$ cat src/rtl/com_slink_diag_sched_if.sv
// Report handshake bundle for com_slink_diag_sched.
// master: rpt_valid/rpt_data out, rpt_ready in; slave: mirror.
interface com_slink_diag_sched_if #(
  parameter int CHN_NUM = 4
);
  logic                   rpt_valid;
  logic                   rpt_ready;
  logic [2*CHN_NUM-1:0]   rpt_data;

  modport master (
    output rpt_valid,
    output rpt_data,
    input  rpt_ready
  );

  modport slave (
    input  rpt_valid,
    input  rpt_data,
    output rpt_ready
  );
endinterface

$ cat src/rtl/com_slink_diag_sched.sv
// Window scheduler for SLINK diag blocks: scans channel errors once
// per window, latches persistent faults, pulses counter clears and
// reports {fault_latch, cur_err} upstream over rpt (valid/ready).
// Ports: clk_12_5m, rst_12_5m (async, active-low), chn_enable,
// chn_slink_err, fault_clr, diag_cnt_clr, fault_latch, slink_fault,
// rpt (report handshake), win_ovr_cnt, scan_busy.
// Optional: define SLINK_DIAG_AUTO_RECOVER_EN for clean-window
// auto-recovery of latched faults (RECOVER_WIN windows).
module com_slink_diag_sched #(
  parameter int          CHN_NUM     = 4,
  parameter logic [15:0] WIN_CYC     = 16'd12500,
`ifdef SLINK_DIAG_AUTO_RECOVER_EN
  parameter logic [3:0]  RECOVER_WIN = 4'd8,
`endif
  parameter logic [3:0]  PERSIST_THR = 4'd3
) (
  input  logic               clk_12_5m,
  input  logic               rst_12_5m,
  input  logic [CHN_NUM-1:0] chn_enable,
  input  logic [CHN_NUM-1:0] chn_slink_err,
  input  logic [CHN_NUM-1:0] fault_clr,
  output logic [CHN_NUM-1:0] diag_cnt_clr,
  output logic [CHN_NUM-1:0] fault_latch,
  output logic               slink_fault,
  com_slink_diag_sched_if.master rpt,
  output logic [7:0]         win_ovr_cnt,
  output logic               scan_busy
);

  localparam int IDX_W = (CHN_NUM > 1) ? $clog2(CHN_NUM) : 1;

  typedef enum logic [1:0] {
    IDLE,
    SCAN,
    CLR,
    RPT
  } state_e;

  state_e                    state_q, state_d;
  logic [IDX_W-1:0]          idx_q, idx_d;
  logic [15:0]               win_cnt_q, win_cnt_d;
  logic                      win_tick_q, win_tick_d;
  logic [CHN_NUM-1:0][3:0]   pers_q, pers_d;
  logic [CHN_NUM-1:0]        cur_err_q, cur_err_d;
  logic [CHN_NUM-1:0]        fault_q, fault_d;
  logic                      slink_fault_q, slink_fault_d;
  logic [2*CHN_NUM-1:0]      rpt_data_q, rpt_data_d;
  logic [7:0]                ovr_q, ovr_d;
`ifdef SLINK_DIAG_AUTO_RECOVER_EN
  logic [CHN_NUM-1:0][3:0]   clean_q, clean_d;
`endif

  // Free-running window timer; tick is the registered wrap.
  always_comb begin
    win_tick_d = (win_cnt_q == WIN_CYC - 16'd1);
    win_cnt_d  = win_tick_d ? '0 : win_cnt_q + 16'd1;
  end

  always_comb begin
    state_d    = state_q;
    idx_d      = idx_q;
    rpt_data_d = rpt_data_q;
    unique case (state_q)
      IDLE: begin
        if (win_tick_q) begin
          state_d = SCAN;
          idx_d   = '0;
        end
      end
      SCAN: begin
        idx_d = idx_q + 1'b1;
        if (idx_q == IDX_W'(CHN_NUM - 1)) state_d = CLR;
      end
      CLR: begin
        state_d    = RPT;
        rpt_data_d = {fault_q, cur_err_q};
      end
      RPT: begin
        if (rpt.rpt_ready) state_d = IDLE;
      end
      default: state_d = IDLE;
    endcase
  end

  // Per-channel scan; a same-cycle set overrides fault_clr.
  always_comb begin
    pers_d    = pers_q;
    cur_err_d = cur_err_q;
    fault_d   = fault_q & ~fault_clr;
`ifdef SLINK_DIAG_AUTO_RECOVER_EN
    clean_d   = clean_q;
`endif
    for (int i = 0; i < CHN_NUM; i++) begin
      if (state_q == SCAN && idx_q == IDX_W'(i)) begin
        if (!chn_enable[i]) begin
          pers_d[i]    = '0;
          cur_err_d[i] = 1'b0;
        end else if (chn_slink_err[i]) begin
          pers_d[i]    = (pers_q[i] == 4'hf) ? 4'hf
                                             : pers_q[i] + 4'd1;
          cur_err_d[i] = 1'b1;
          if (pers_d[i] >= PERSIST_THR) fault_d[i] = 1'b1;
`ifdef SLINK_DIAG_AUTO_RECOVER_EN
          clean_d[i]   = '0;
`endif
        end else begin
          pers_d[i]    = '0;
          cur_err_d[i] = 1'b0;
`ifdef SLINK_DIAG_AUTO_RECOVER_EN
          clean_d[i]   = (clean_q[i] == 4'hf) ? 4'hf
                                              : clean_q[i] + 4'd1;
          if (clean_d[i] >= RECOVER_WIN && fault_q[i])
            fault_d[i] = 1'b0;
`endif
        end
      end
    end
  end

  always_comb begin
    ovr_d = ovr_q;
    if (win_tick_q && state_q != IDLE && ovr_q != 8'hff)
      ovr_d = ovr_q + 8'd1;
    slink_fault_d = |(fault_q & chn_enable);
  end

  always_ff @(posedge clk_12_5m or negedge rst_12_5m) begin
    if (!rst_12_5m) begin
      state_q       <= IDLE;
      idx_q         <= '0;
      win_cnt_q     <= '0;
      win_tick_q    <= 1'b0;
      pers_q        <= '0;
      cur_err_q     <= '0;
      fault_q       <= '0;
      slink_fault_q <= 1'b0;
      rpt_data_q    <= '0;
      ovr_q         <= '0;
`ifdef SLINK_DIAG_AUTO_RECOVER_EN
      clean_q       <= '0;
`endif
    end else begin
      state_q       <= state_d;
      idx_q         <= idx_d;
      win_cnt_q     <= win_cnt_d;
      win_tick_q    <= win_tick_d;
      pers_q        <= pers_d;
      cur_err_q     <= cur_err_d;
      fault_q       <= fault_d;
      slink_fault_q <= slink_fault_d;
      rpt_data_q    <= rpt_data_d;
      ovr_q         <= ovr_d;
`ifdef SLINK_DIAG_AUTO_RECOVER_EN
      clean_q       <= clean_d;
`endif
    end
  end

  assign diag_cnt_clr  = (state_q == CLR) ? chn_enable : '0;
  assign fault_latch   = fault_q;
  assign slink_fault   = slink_fault_q;
  assign rpt.rpt_valid = (state_q == RPT);
  assign rpt.rpt_data  = rpt_data_q;
  assign win_ovr_cnt   = ovr_q;
  assign scan_busy     = (state_q != IDLE);

endmodule

$ cat src/flat_wrapper.sv
// flat-port wrapper written by rule: the top's interface ports become plain ports
module com_slink_diag_sched_flat 
#(
  parameter int          CHN_NUM     = 4,
  parameter logic [15:0] WIN_CYC     = 16'd12500,

  parameter logic [3:0]  PERSIST_THR = 4'd3
)
  (clk_12_5m, rst_12_5m, chn_enable, chn_slink_err, fault_clr, diag_cnt_clr, fault_latch, slink_fault, win_ovr_cnt, scan_busy, rpt_rpt_valid, rpt_rpt_data, rpt_rpt_ready);
  com_slink_diag_sched_if #(.CHN_NUM(CHN_NUM)) rpt_i ();
  input  logic clk_12_5m;
  input  logic rst_12_5m;
  input  logic [CHN_NUM-1:0] chn_enable;
  input  logic [CHN_NUM-1:0] chn_slink_err;
  input  logic [CHN_NUM-1:0] fault_clr;
  output logic [CHN_NUM-1:0] diag_cnt_clr;
  output logic [CHN_NUM-1:0] fault_latch;
  output logic slink_fault;
  output logic [7:0] win_ovr_cnt;
  output logic scan_busy;
  output wire logic [$bits(rpt_i.rpt_valid)-1:0] rpt_rpt_valid;
  output wire logic [$bits(rpt_i.rpt_data)-1:0] rpt_rpt_data;
  input wire logic [$bits(rpt_i.rpt_ready)-1:0] rpt_rpt_ready;
  assign rpt_rpt_valid = rpt_i.rpt_valid;
  assign rpt_rpt_data = rpt_i.rpt_data;
  assign rpt_i.rpt_ready = rpt_rpt_ready;
  com_slink_diag_sched #(.CHN_NUM(CHN_NUM), .WIN_CYC(WIN_CYC), .PERSIST_THR(PERSIST_THR)) u_core (.clk_12_5m(clk_12_5m), .rst_12_5m(rst_12_5m), .chn_enable(chn_enable), .chn_slink_err(chn_slink_err), .fault_clr(fault_clr), .diag_cnt_clr(diag_cnt_clr), .fault_latch(fault_latch), .slink_fault(slink_fault), .rpt(rpt_i), .win_ovr_cnt(win_ovr_cnt), .scan_busy(scan_busy));
endmodule
$ cat config.mk
export PLATFORM = sky130hd
export DESIGN_NAME = com_slink_diag_sched_flat
export DESIGN_NICKNAME = d
export VERILOG_FILES = /design/src/rtl/com_slink_diag_sched_if.sv /design/src/rtl/com_slink_diag_sched.sv /design/src/flat_wrapper.sv
export SDC_FILE = /design/constraint.sdc
export NUM_CORES = 1
export LEC_CHECK = 0
export CAP_MARGIN = 20
export CORE_ASPECT_RATIO = 0.75
export CORE_MARGIN = 4
export CORE_UTILIZATION = 46
export CTS_CLUSTER_DIAMETER = 40
export DETAILED_ROUTE_END_ITERATION = 10
export GPL_TIMING_DRIVEN = 0
export PLACE_DENSITY = 0.73
export SLEW_MARGIN = 20
export SYNTH_ARGS = -nofsm -noshare
export SYNTH_HDL_FRONTEND = slang
export SYNTH_SLANG_ARGS = --single-unit
$ cat constraint.sdc
create_clock -name clk_12_5m -period 1.5 [get_ports clk_12_5m]
set_input_delay 0.15 -clock clk_12_5m [delete_from_list [all_inputs] [get_ports clk_12_5m]]
set_output_delay 0.15 -clock clk_12_5m [all_outputs]
set_load 0.02 [all_outputs]
==> run metrics <==
failing checks setup timing; most frequent cells in the layout dfrtp_1, nand2_1, buf_4; CTS H-Tree Depth 3; placed cell areas between 3000 and 4000 um^2; layout cells sized above 1 0.279; top post-synthesis cells by area dfrtp_1, ha_1, nand2_1, xnor2_1, mux2_2; Congestion Overflow GR 0; endpoints failing hold 0; I/O pin count 42; status complete, but fails checks; post-synthesis register bit count 62; Die Span Y 78.1 um; total track usage 0.183; Multi-input gate area 1560 um^2; Syn Nets 321; clock insertion delay at the later pin of the skew report about 0.35 ns; CP max FO 8; Cells after Synth between 200 and 300; clk sinks slightly above 60; initial antenna violation count 0; antenna cells 0; switching share of power 0.342; initial detailed-routing violation count between 100 and 150; worst reg2reg path endpoint u_core.win_cnt_q[14]; Avg Vias per Cell 5.33; synth unique cells 40; pwr dens roughly 1400 nW/um^2; routed via count roughly 2500; Initial Util 0.476; Max Clock Skew roughly 0.012 ns; vias in the first global route approximately 2300; Int Pwr approximately 3.9 mW; register area around 1600 um^2; R2R cell count 4; row count 25; startpoint types flop; Synth area leader dfrtp_1; root buffer cell clkbuf_8; min setup slack post-route -0.0106 ns; DRC viols 0; area grow syn2layout 38.0%; Filler cells 481; Slew Viols, Final 0; post-route ant nets 0; Die ar. 7920 um^2; Top FF cell, synth dfrtp_1; Data arrival, critical path 1.36 ns; Reg2Reg Launch Point u_core.win_cnt_q[4]; first-pass GRT wire length ~11000 um; slew margin rel. 0.776; Post-synth EDFFs 0; RSZ-0062 raised after global routing yes; Core Region between 6000 and 7000 um^2; combinational share of power 0.380; Switch Pwr 2.01 mW; Static Leakage slightly above 2 nW; clk slew on worst S/H paths around 0.070 ns; CTS Buf Count 9; endpoints failing setup 4; largest net degree at the start of global routing a little under 60; PortBufs 41; post-synth top area share 0.515; most common cell after layout, fill and taps aside dfrtp_1; WL per Instance 15.6 um; detailed placement HPWL roughly 4300 um; Data required, critical path 1.35 ns; layout net count just over 400; Clock Power Share 0.238; worst vdd ir 0.642 mV; Routed WL around 7200 um; Warnings, synthesis 0; TritonCTS clock tree yes; Routability Congestion 0.779; Max Cap Viol 0; dpl ws -0.663 ns; worst slew pin tran between 0.3 and 0.4 ns; Critical Path End Type primary output; Flop pwr share 0.381; Hold Crit Class in -> async; Final Cell Area between 4000 and 5000 um^2; Final Critical Period ~1.5 ns; clock tree buffer depth 2; CP Class reg -> out; ys async rst share 1.00; FF-to-FF setup slack 0.02 ns; f_max 0.662 GHz; crit share post-route 1.01; register area share after synthesis 0.515; first drt pass iteration count 5; Post-Syn Area 3010 um^2; syn avg cell area a little over 10 um^2; die span in x 101 um
layer usage:
metal	GRT usage	share of wire	vias up
li1	-	-	1209
met1	0.243	0.46	1187
met2	0.272	0.48	54
met3	0.0568	0.043	9
met4	0.0890	0.015	0
met5	0	0	-
cells in the mapped netlist (all sizes together), types with 2 or more instances:
| master | count |
|---|---|
| a21o | 6 |
| a21oi | 17 |
| a221o | 2 |
| a22oi | 2 |
| a31oi | 8 |
| and2 | 4 |
| and3 | 5 |
| clkbuf | 3 |
| dfrtp | 62 |
| ha | 14 |
| inv | 16 |
| mux2 | 9 |
| nand2 | 34 |
| nand3 | 15 |
| nand3b | 4 |
| nand4 | 10 |
| nor2 | 17 |
| nor2b | 2 |
| nor3 | 6 |
| nor3b | 2 |
| nor4 | 2 |
| nor4b | 2 |
| o211ai | 2 |
| o21ai | 17 |
| xnor2 | 12 |
| xor2 | 8 |
sequential cells by signal, indices dropped and copies added (netlist names):
| signal | flops |
|---|---|
| u_core.pers_q | 16 |
| u_core.win_cnt_q | 16 |
| u_core.rpt.rpt_data | 8 |
| u_core.win_ovr_cnt | 8 |
| u_core.cur_err_q | 4 |
| u_core.fault_latch | 4 |
| u_core.idx_q | 2 |
| u_core.state_q | 2 |
| u_core.slink_fault | 1 |
| u_core.win_tick_q | 1 |
cell families after synthesis:
family | Yosys count | share of synthesized area
flip-flops | 62 | 0.515
adder cells (fa/ha/maj) | 14 | 0.0582
XOR/XNOR | 20 | 0.0582
buffers and inverters | 19 | 0.0237
AO/OA/AOI/OAI | 59 | 0.119
AND/OR/NAND/NOR | 108 | 0.189
multiplexers | 10 | 0.0370
critical path: stages (launching register included):
cell	delay, ns
dfrtp_2	0.46
inv_4	0.10
ha_4	0.19
and2_4	0.15
buf_6	0.10
worst max path at each step:
stage	from	to	slack (ns)	depth (start not counted)
2_1_floorplan	u_core.state_q[0]	u_core.state_q[1]	0.0007	6
3_3_place_gp	rst_12_5m	u_core.win_ovr_cnt[6]	-1.73	1
3_5_place_dp	u_core.state_q[0]	diag_cnt_clr[3]	-0.66	5
4_1_cts	u_core.state_q[0]	diag_cnt_clr[3]	-0.13	5
5_1_grt	u_core.state_q[0]	diag_cnt_clr[0]	-0.06	4
6_report	u_core.state_q[0]	diag_cnt_clr[2]	-0.01	4
cell type report:
cell class	instances	share of cell area
plain buffers	1	0.00271
multi-input cells	211	0.376
repair buffers	74	0.163
inverters	16	0.0151
flip-flops and latches	62	0.375
clock buffers	12	0.0325
clock inverters	4	0.0114
well taps	81	0.0244
power by group through the flow:
stage / clock (mW) / combinational (mW) / sequential, mW
2_1_floorplan: 0 / 0.989 / 2.23
3_3_place_gp: 0 / 1.54 / 2.21
3_5_place_dp: 0 / 1.58 / 2.23
4_1_cts: 1.44 / 1.94 / 2.20
5_1_grt: 1.53 / 2.41 / 2.27
6_report: 1.40 / 2.23 / 2.24
metrics by stage:
stage | std cells | utilization | total power [mW] | setup TNS [ns] | hold WS (ns)
2_1_floorplan | 292 | - | 3.22 | 0 | -0.146
3_3_place_gp | 414 | 0.560 | 3.75 | -111.98 | 0.454
3_5_place_dp | 415 | 0.564 | 3.81 | -6.44 | -0.0316
4_1_cts | 447 | 0.625 | 5.58 | -0.600 | 0.136
5_1_grt | 461 | 0.657 | 6.21 | -0.346 | 0.152
6_report | 461 | 0.657 | 5.87 | -0.0387 | 0.157
what timing repair did:
| item | in CTS | in global routing |
|---|---|---|
| endpoints found under the setup margin | 59 | 42 |
| hold buffers | 1 | 0 |
| pin swaps | 6 | 5 |
| setup buffers | 16 | 15 |
| hold endpoints to repair | 62 | 0 |
| gates resized for setup | 70 | 38 |
Note: power is estimated with default switching activity, not from simulation.
